`src/rtl/pattern_modifier_p.sv`:
```
// ============================================================================
// Module   : pattern_modifier_p
// Brief    : Two-stage pixel pipeline applying per-frame coordinate and colour
//            effects (mirror, rotate, scroll, invert, fade).
// Revision : 1.0
// ============================================================================
`default_nettype none

module pattern_modifier_p #(
    parameter int XW         = 4,
    parameter int YW         = 4,
    parameter int CW         = 5,
    parameter int NCH        = 1,
    parameter int BW         = 4,
    parameter int SCROLL_DIV = 4
) (
    input  logic              fclock,
    input  logic              init_n,
    input  logic              in_valid,
    output logic              in_ready,
    input  logic              sof,
    input  logic [XW-1:0]     xin,
    input  logic [YW-1:0]     yin,
    input  logic [NCH*CW-1:0] rgbin,
    input  logic [2:0]        mode,
    input  logic [BW-1:0]     bright,
    output logic              out_valid,
    input  logic              out_ready,
    output logic [XW-1:0]     xout,
    output logic [YW-1:0]     yout,
    output logic [NCH*CW-1:0] rgbout
);

    localparam logic [2:0] M_MIRX   = 3'd1;
    localparam logic [2:0] M_MIRY   = 3'd2;
    localparam logic [2:0] M_ROT180 = 3'd3;
    localparam logic [2:0] M_SCROLL = 3'd4;
    localparam logic [2:0] M_INVERT = 3'd5;
    localparam logic [2:0] M_FADE   = 3'd6;
    localparam logic [7:0] DIV_LAST = 8'(SCROLL_DIV - 1);

    logic              en;
    logic              accept;
    logic              take_sof;

    logic [2:0]        cur_mode;
    logic [BW-1:0]     cur_bright;
    logic [7:0]        frame_cnt;
    logic [XW-1:0]     offset;

    logic [2:0]        eff_mode;
    logic [BW-1:0]     eff_bright;
    logic [7:0]        cnt_inc;
    logic [7:0]        cnt_next;
    logic [XW-1:0]     off_next;
    logic [XW-1:0]     x1;
    logic [YW-1:0]     y1;

    logic              s1_valid;
    logic [XW-1:0]     s1_x;
    logic [YW-1:0]     s1_y;
    logic [NCH*CW-1:0] s1_rgb;
    logic [2:0]        s1_mode;
    logic [BW-1:0]     s1_bright;

    logic [NCH*CW-1:0] faded;
    logic [NCH*CW-1:0] rgb2;

    assign en       = !out_valid | out_ready;
    assign in_ready = en;
    assign accept   = in_valid & en;
    assign take_sof = accept & sof;

    // A sof pixel already sees the mode, brightness and scroll offset it latches.
    always_comb begin
        eff_mode   = take_sof ? mode : cur_mode;
        eff_bright = take_sof ? bright : cur_bright;
        cnt_inc    = (frame_cnt == DIV_LAST) ? 8'd0 : frame_cnt + 8'd1;
        cnt_next   = frame_cnt;
        off_next   = offset;
        if (take_sof) begin
            if (mode == M_SCROLL && cur_mode == M_SCROLL) begin
                cnt_next = cnt_inc;
                if (cnt_inc == DIV_LAST) begin
                    off_next = offset + XW'(1);
                end
            end else begin
                cnt_next = 8'd0;
                off_next = '0;
            end
        end
    end

    always_comb begin
        x1 = xin;
        y1 = yin;
        case (eff_mode)
            M_MIRX:   x1 = ~xin;
            M_MIRY:   y1 = ~yin;
            M_ROT180: begin
                x1 = ~xin;
                y1 = ~yin;
            end
            M_SCROLL: x1 = xin + off_next;
            default:  ;
        endcase
    end

    always_ff @(posedge fclock or negedge init_n) begin
        if (!init_n) begin
            cur_mode   <= 3'd0;
            cur_bright <= '1;
            frame_cnt  <= 8'd0;
            offset     <= '0;
        end else if (take_sof) begin
            cur_mode   <= mode;
            cur_bright <= bright;
            frame_cnt  <= cnt_next;
            offset     <= off_next;
        end
    end

    always_ff @(posedge fclock or negedge init_n) begin
        if (!init_n) begin
            s1_valid  <= 1'b0;
            s1_x      <= '0;
            s1_y      <= '0;
            s1_rgb    <= '0;
            s1_mode   <= 3'd0;
            s1_bright <= '0;
        end else if (en) begin
            s1_valid  <= in_valid;
            s1_x      <= x1;
            s1_y      <= y1;
            s1_rgb    <= rgbin;
            s1_mode   <= eff_mode;
            s1_bright <= eff_bright;
        end
    end

    // Fade: truncating multiply then drop the brightness fraction bits.
    for (genvar k = 0; k < NCH; k++) begin : g_ch
        logic [CW+BW-1:0] prod;
        assign prod                 = (CW+BW)'(s1_rgb[k*CW +: CW]) * (CW+BW)'(s1_bright);
        assign faded[k*CW +: CW]    = CW'(prod >> BW);
    end

    always_comb begin
        rgb2 = s1_rgb;
        case (s1_mode)
            M_INVERT: rgb2 = ~s1_rgb;
            M_FADE:   rgb2 = faded;
            default:  ;
        endcase
    end

    always_ff @(posedge fclock or negedge init_n) begin
        if (!init_n) begin
            out_valid <= 1'b0;
            xout      <= '0;
            yout      <= '0;
            rgbout    <= '0;
        end else if (en) begin
            out_valid <= s1_valid;
            xout      <= s1_x;
            yout      <= s1_y;
            rgbout    <= rgb2;
        end
    end

endmodule

`default_nettype wire

```
`config.mk`:
```
export PLATFORM = sky130hd
export DESIGN_NAME = pattern_modifier_p
export DESIGN_NICKNAME = d
export VERILOG_FILES = /design/src/rtl/pattern_modifier_p.sv
export SDC_FILE = /design/constraint.sdc
export NUM_CORES = 1
export LEC_CHECK = 0
export CAP_MARGIN = 20
export CORE_MARGIN = 3
export CORE_UTILIZATION = 40
export CTS_CLUSTER_SIZE = 25
export DETAILED_ROUTE_END_ITERATION = 7
export GPL_TIMING_DRIVEN = 0
export PLACE_DENSITY = 0.68
export SYNTH_ARGS = -nofsm -noshare
export SYNTH_HDL_FRONTEND = slang
export SYNTH_SLANG_ARGS = --single-unit
```
`constraint.sdc`:
```
create_clock -name fclock -period 3.6 [get_ports fclock]
set_input_delay 0.72 -clock fclock [delete_from_list [all_inputs] [get_ports fclock]]
set_output_delay 0.72 -clock fclock [all_outputs]
set_load 0.01 [all_outputs]
```
Yosys cells after proc, flatten, opt, wreduce, memory -nomap -nowiden. Cells that the tools add are included.

Bits in registers: 54. Logic and storage cells: 48. Input bits: 25. Output and inout port bits: 15.

$mul: 1. $add $sub $neg: 3. Bitwise operators: 6. Reductions and logical operators: 4. Equal/unequal tests: 10. Mux-type cells: 10.

Operators by type and width (number): 4-bit 2-to-1 mux (5); 8-bit by 2-bit equality test with 1-bit output (second input constant) (2); 8-bit 2-to-1 mux (2); 3-bit equality test (second input constant) (5); 5-bit one-hot mux with 2 select lines (1); 5-bit by 4-bit multiplier with 9-bit output (1); 8-bit by 1-bit adder with 8-bit output (second input constant) (1); 4-bit inverter (2); 4-bit one-hot mux with 2 select lines (1); 3-bit by 2-bit equality test with 1-bit output (second input constant) (2); 5-bit inverter (1); 4-bit by 1-bit adder with 4-bit output (second input constant) (1); 4-bit adder (1); 2-bit OR reduction (2); 3-bit by 1-bit equality test with 1-bit output (second input constant) (1); 3-bit 2-to-1 mux (1); 1-bit bitwise AND (2); 1-bit logical AND (1); 1-bit logical NOT (1); 1-bit bitwise OR (1).

Depth between registers and ports, before layout.
Word-level depth: 8. Mapped depth: 15. Mapped depth without buffers: 14.

Worst setup path before layout. No wires, ideal clock.

Kind: in2reg. Start: in mode[0]. End: reg s1_x[3]. Stages: 13. Required time: 3.529 ns. Arrival time: 3.723 ns. Library setup time: 0.071 ns. Path buffers: 1. Path slack: -0.194 ns. Path through: or4_1 > or2_2 > clkbuf_1 > nor2_1 > and3_2 > a22o_1 > ha_1 > nand3_1 > and2_1 > nor3_1 > o2111a_1 > or4b_1 > nand3_1.

Cells in the longest elaborated chain, start to end: 6. Elaborated cells on any way between the ends: 11. Classes of those cells: add/sub (1); eq/ne (4); mux (4); reduce/logical (2).

Ends and longest elaborated chain: start, declared (line 25) `input logic [2:0] mode,`; 3-bit equality test (line 82) `if (mode == M_SCROLL && cur_mode == M_SCROLL) begin`; 1-bit logical AND (line 82); 4-bit 2-to-1 mux (line 82); 4-bit 2-to-1 mux (line 81) `if (take_sof) begin`; named net off_next[1] (line 55) `logic [XW-1:0] off_next;`; 4-bit adder (line 104) `M_SCROLL: x1 = xin + off_next;`; 4-bit one-hot mux with 2 select lines (line 97) `case (eff_mode)`; end signal, assigned (line 126) `s1_x <= '0;`; end signal, assigned (line 133) `s1_x <= x1;`; end, declared (line 60) `logic [XW-1:0] s1_x;`.

The timed path passes the listed nets, and every way through them passes these cells. A chain may end at the register's enable or synchronous reset.

Worst setup path after layout.
Start: reg frame_cnt[5]. End: reg s1_x[3].

Cells in the longest elaborated chain, start to end: 8. Elaborated cells on any way between the ends: 9. Classes of those cells: add/sub (2); eq/ne (2); mux (5).

Ends and longest elaborated chain: start, declared (line 48) `logic [7:0] frame_cnt;`; start signal, assigned (line 118) `frame_cnt <= cnt_next;`; 8-bit by 1-bit adder with 8-bit output or 8-bit by 2-bit equality test with 1-bit output (tied branches) (line 78) `cnt_inc = (frame_cnt == DIV_LAST) ? 8'd0 : frame_cnt + 8'd1;`; 8-bit 2-to-1 mux * (line 78); 8-bit by 2-bit equality test with 1-bit output * (line 84) `if (cnt_inc == DIV_LAST) begin`; 4-bit 2-to-1 mux * (line 84); 4-bit 2-to-1 mux * (line 82); 4-bit 2-to-1 mux * (line 81); named net off_next[1] (line 55); 4-bit adder * (line 104); 4-bit one-hot mux with 2 select lines * (line 97).

Mark *: on every way through the listed nets, which the timed path passes. The rest lies on a longest branch.

==> results_dict.tcl <==
set metrics [dict create \
    status "finished with violations" \
    violations "negative setup slack" \
    die_y_um 97.10 \
    design.die.area_mm2 0.009427 \
    start_kind "flip-flop" \
    period_share_pct 102.7 \
    grt_pass1_wl_um 14320 \
    clockBufferDepth 2 \
    avgRoutedWirePerCell_um 15.45 \
    start_util_pct 42.08 \
    synth_area_mm2 0.003319 \
    drc 0 \
    relSlewSlack_pct 44.54 \
    hpwl_um 5972 \
    dr.max_layer_used "met4" \
    slowest_stage "or4_4" \
    h-tree-depth 2 \
    final-setup-viol-count 1 \
    drt-met1-wl_um 3939 \
    grt_pass1_vias 3016 \
    synth_seq_area_share_pct 40.86 \
    cts_num_sinks 54 \
    drt_iter0_drc 211 \
    hp-class "input port to asynchronous set/reset pin" \
    cts_made_buffers 5 \
    fmax_ghz 0.2704 \
    critical_path_required_ps 3850 \
    core.rowCount 32 \
    io_pins 40 \
    r2r-end "s1_x[3]" \
    wl_met2_um 4037 \
    finalWorstSetupSlack_ps -98.79 \
    finClkSkew_ps 8.313 \
    synth_ff_type "dfrtp_1" \
    arrival_ps 3950 \
    grt_antenna_before_repair 0 \
    synth_cell_types 54 \
    synthCells 380 \
    crit_start "frame_cnt[5]" \
    grt_max_degree 37 \
    drive_gt1_share_pct 15.30 \
    path_depth 14 \
    tightest_slew_ps 831.9 \
    ant_nets 0 \
    antenna_cells 0 \
    reg2reg_depth 14 \
    dr.pass1.iters 4 \
    post-route-min-period_ps 3699 \
    vias_per_cell 5.452 \
    powerDensity_mw_per_mm2 451.4 \
    async_flop_share_pct 100.0 \
    ys_ff_latch 54 \
    cpPeakStageDelay_ps 540 \
    clk_transition_reported_paths_ps 110 \
    synth-edff-count 0 \
    die_w_um 97.10 \
    timing.max_cap.violations 0 \
    cts_tree "yes" \
    grt_util_all_layers_pct 18.12 \
    grt-ovfl-total 0 \
    cts-root-buf "clkbuf_8" \
    hold_viol_final 0 \
    place_area_mm2 0.003889 \
    crit_path_end_kind "flip-flop" \
    wl_um 8343 \
    portBuffers 39 \
    core_mm2 0.007888 \
    dr_wl_met3_um 264 \
    vias 2944 \
    crit_end "s1_x[3]" \
    clkLatencyLatePin_ps 310 \
    area_growth_syn_to_layout_pct 25.63 \
    synth_nets 428 \
    drv_slew 0 \
    ir_worst_vdd_mv 0.3194 \
    reg2reg_setup_slack_ps -100 \
    critPathMaxFanout 6 \
    fin_nets 485 \
    design_area_mm2 0.004170 \
    cp_num_buf_inv 1 \
    crit_chain "buf_6 -> or4_4 -> a211o_1 -> a221oi_4 -> and2_4 -> o21ai_4 -> a22o_1 -> ha_1 -> nand3_2 -> and2_4 -> a211oi_2 -> o31ai_2 -> or4b_4 -> nand3_2" \
    rsz0062_at_grt "yes" \
    ys.warnings.count 0 \
    fillerInstances 737 \
    setup.worst_path.class "flip-flop to flip-flop" \
    routabilityCongestion 0.9144 \
    avgSynthCellArea_um2 8.735 \
    p_leak_nw 1.894 \
    regToRegStartpoint "frame_cnt[5]" \
    path_delay_family "simple AND/OR/NAND/NOR gates" \
    hold-worst-slack_ps 329.4 \
]
==> placed cells by master (no fill, tap or decap), drive strengths merged, types with 2 or more instances in the layout <==
| cell | instances |
|---|---|
| nand3b | 4 |
| o22ai | 2 |
| or2 | 2 |
| nand3 | 13 |
| or3 | 3 |
| buf | 14 |
| mux2i | 6 |
| o31ai | 4 |
| ha | 17 |
| nor2 | 32 |
| a22o | 3 |
| o21ai | 24 |
| a21oi | 16 |
| mux2 | 6 |
| nor3 | 4 |
| nand2 | 90 |
| nor2b | 2 |
| xor2 | 3 |
| dfrtp | 50 |
| clkdlybuf4s50 | 36 |
| xnor2 | 4 |
| fa | 6 |
| inv | 15 |
| clkbuf | 18 |
| a22oi | 2 |
| a221oi | 4 |
| and2 | 12 |
| dlygate4sd2 | 2 |
| or4 | 3 |
| and3 | 8 |
| o211ai | 3 |
| a31oi | 6 |
| a21o | 2 |
| a211o | 2 |
| nand2b | 2 |
| dfstp | 4 |
==> registers in the layout, indices dropped and copies added, names as in the netlist <==
signal and flops:
frame_cnt 8, s1_mode 3, out_valid 1, s1_x 4, s1_rgb 5, s1_valid 1
s1_bright 4, yout 4, s1_y 4, cur_bright 4, rgbout 5, xout 4
offset 4, cur_mode 3
==> cell type report <==
type / count / area [um^2] / area share [%]
plain buffers: 15 / 81.33 / 1.950
flip-flops and latches: 54 / 1359 / 32.58
multi-input cells: 297 / 1954 / 46.86
well taps: 102 / 127.6 / 3.060
clock buffers: 5 / 68.82 / 1.650
clock inverters: 3 / 48.80 / 1.170
inverters: 14 / 52.55 / 1.260
repair buffers: 50 / 478.0 / 11.46
==> metal layers <==
| layer | up-vias | track usage [%] |
|---|---|---|
| met4 | 0 | 4.752 |
| met3 | 10 | 2.225 |
| li1 | 1430 | - |
| met2 | 51 | 29.94 |
| met5 | - | 0 |
| met1 | 1453 | 25.24 |
==> cell families after synthesis <==
logic type	count (synthesis)	synth area share (%)
and+or+nand+nor	178	24.39
AOI/OAI and AO/OA	77	15.53
DFF	54	40.86
buffers and inverters	29	3.505
adders and majority gates	23	10.03
muxes	12	3.845
xor gates and xnor gates	7	1.847
==> timing repair <==
action                                 in CTS  in global routing
endpoints found under the hold margin       0                  0
hold buffers                                0                  0
buffers inserted                            8                  3
resized for setup                          16                 13
pin swaps                                  10                 10
setup endpoints to repair                   2                  3
==> cells in the mapped netlist (4+ instances only) <==
| master | instances | share of area, % |
|---|---|---|
| dfstp_2 | 4 | 3.2 |
| o21ai_0 | 24 | 3.6 |
| clkbuf_1 | 12 | 1.4 |
| ha_1 | 17 | 6.4 |
| nor3_1 | 4 | 0.60 |
| a31oi_1 | 6 | 1.1 |
| a21oi_1 | 16 | 2.4 |
| inv_1 | 13 | 1.5 |
| xnor2_1 | 4 | 1.1 |
| nor2_1 | 32 | 3.6 |
| and2_1 | 10 | 1.9 |
| mux2i_1 | 6 | 1.8 |
| and3_1 | 6 | 1.1 |
| dfrtp_1 | 50 | 38 |
| fa_1 | 6 | 3.6 |
| nand3b_1 | 4 | 0.90 |
| nand3_1 | 13 | 2.0 |
| nand2_1 | 90 | 10 |
| mux2_2 | 6 | 2.0 |
| o31ai_1 | 4 | 0.90 |
==> power by group <==
group,internal [mW],switching [mW]
Combinational,0.298,0.333
Clock,0.212,0.219
Sequential,0.731,0.0895
==> metrics by stage <==
| stage | total power [mW] | cells | util (%) | setup WS, ps | TNS [ps] |
|---|---|---|---|---|---|
| 2_1_floorplan | 1.180 | 380 | - | 11.48 | 0 |
| 3_5_place_dp | 1.447 | 522 | 49.30 | -745.8 | -1219 |
| 5_1_grt | 2.015 | 540 | 52.87 | -210.2 | -210.2 |
| 3_3_place_gp | 1.421 | 521 | 49.11 | -727.6 | -1108 |
| 4_1_cts | 1.880 | 538 | 52.00 | -132.3 | -132.3 |
| 6_report | 1.882 | 540 | 52.87 | -98.79 | -98.79 |
==> worst min-delay path by stage <==
stage	slack (ps)	depth (start not counted)	start	endpoint
after floorplan	420	0	init_n	cur_mode[0]
after global placement	450	2	s1_valid	s1_valid
after detailed placement	450	2	s1_valid	s1_valid
after CTS	350	1	init_n	frame_cnt[1]
after global routing	370	1	init_n	frame_cnt[0]
final	330	1	init_n	frame_cnt[1]
==> worst register-to-register path, stage by stage, from the launching register on <==
cell	delay, ps
dfrtp_1	390
buf_6	130
or4_4	540
a211o_1	300
a221oi_4	290
and2_4	210
o21ai_4	60
a22o_1	240
ha_1	300
nand3_2	70
and2_4	180
a211oi_2	220
o31ai_2	130
or4b_4	530
nand3_2	80
Power figures use the tool's default switching activity.
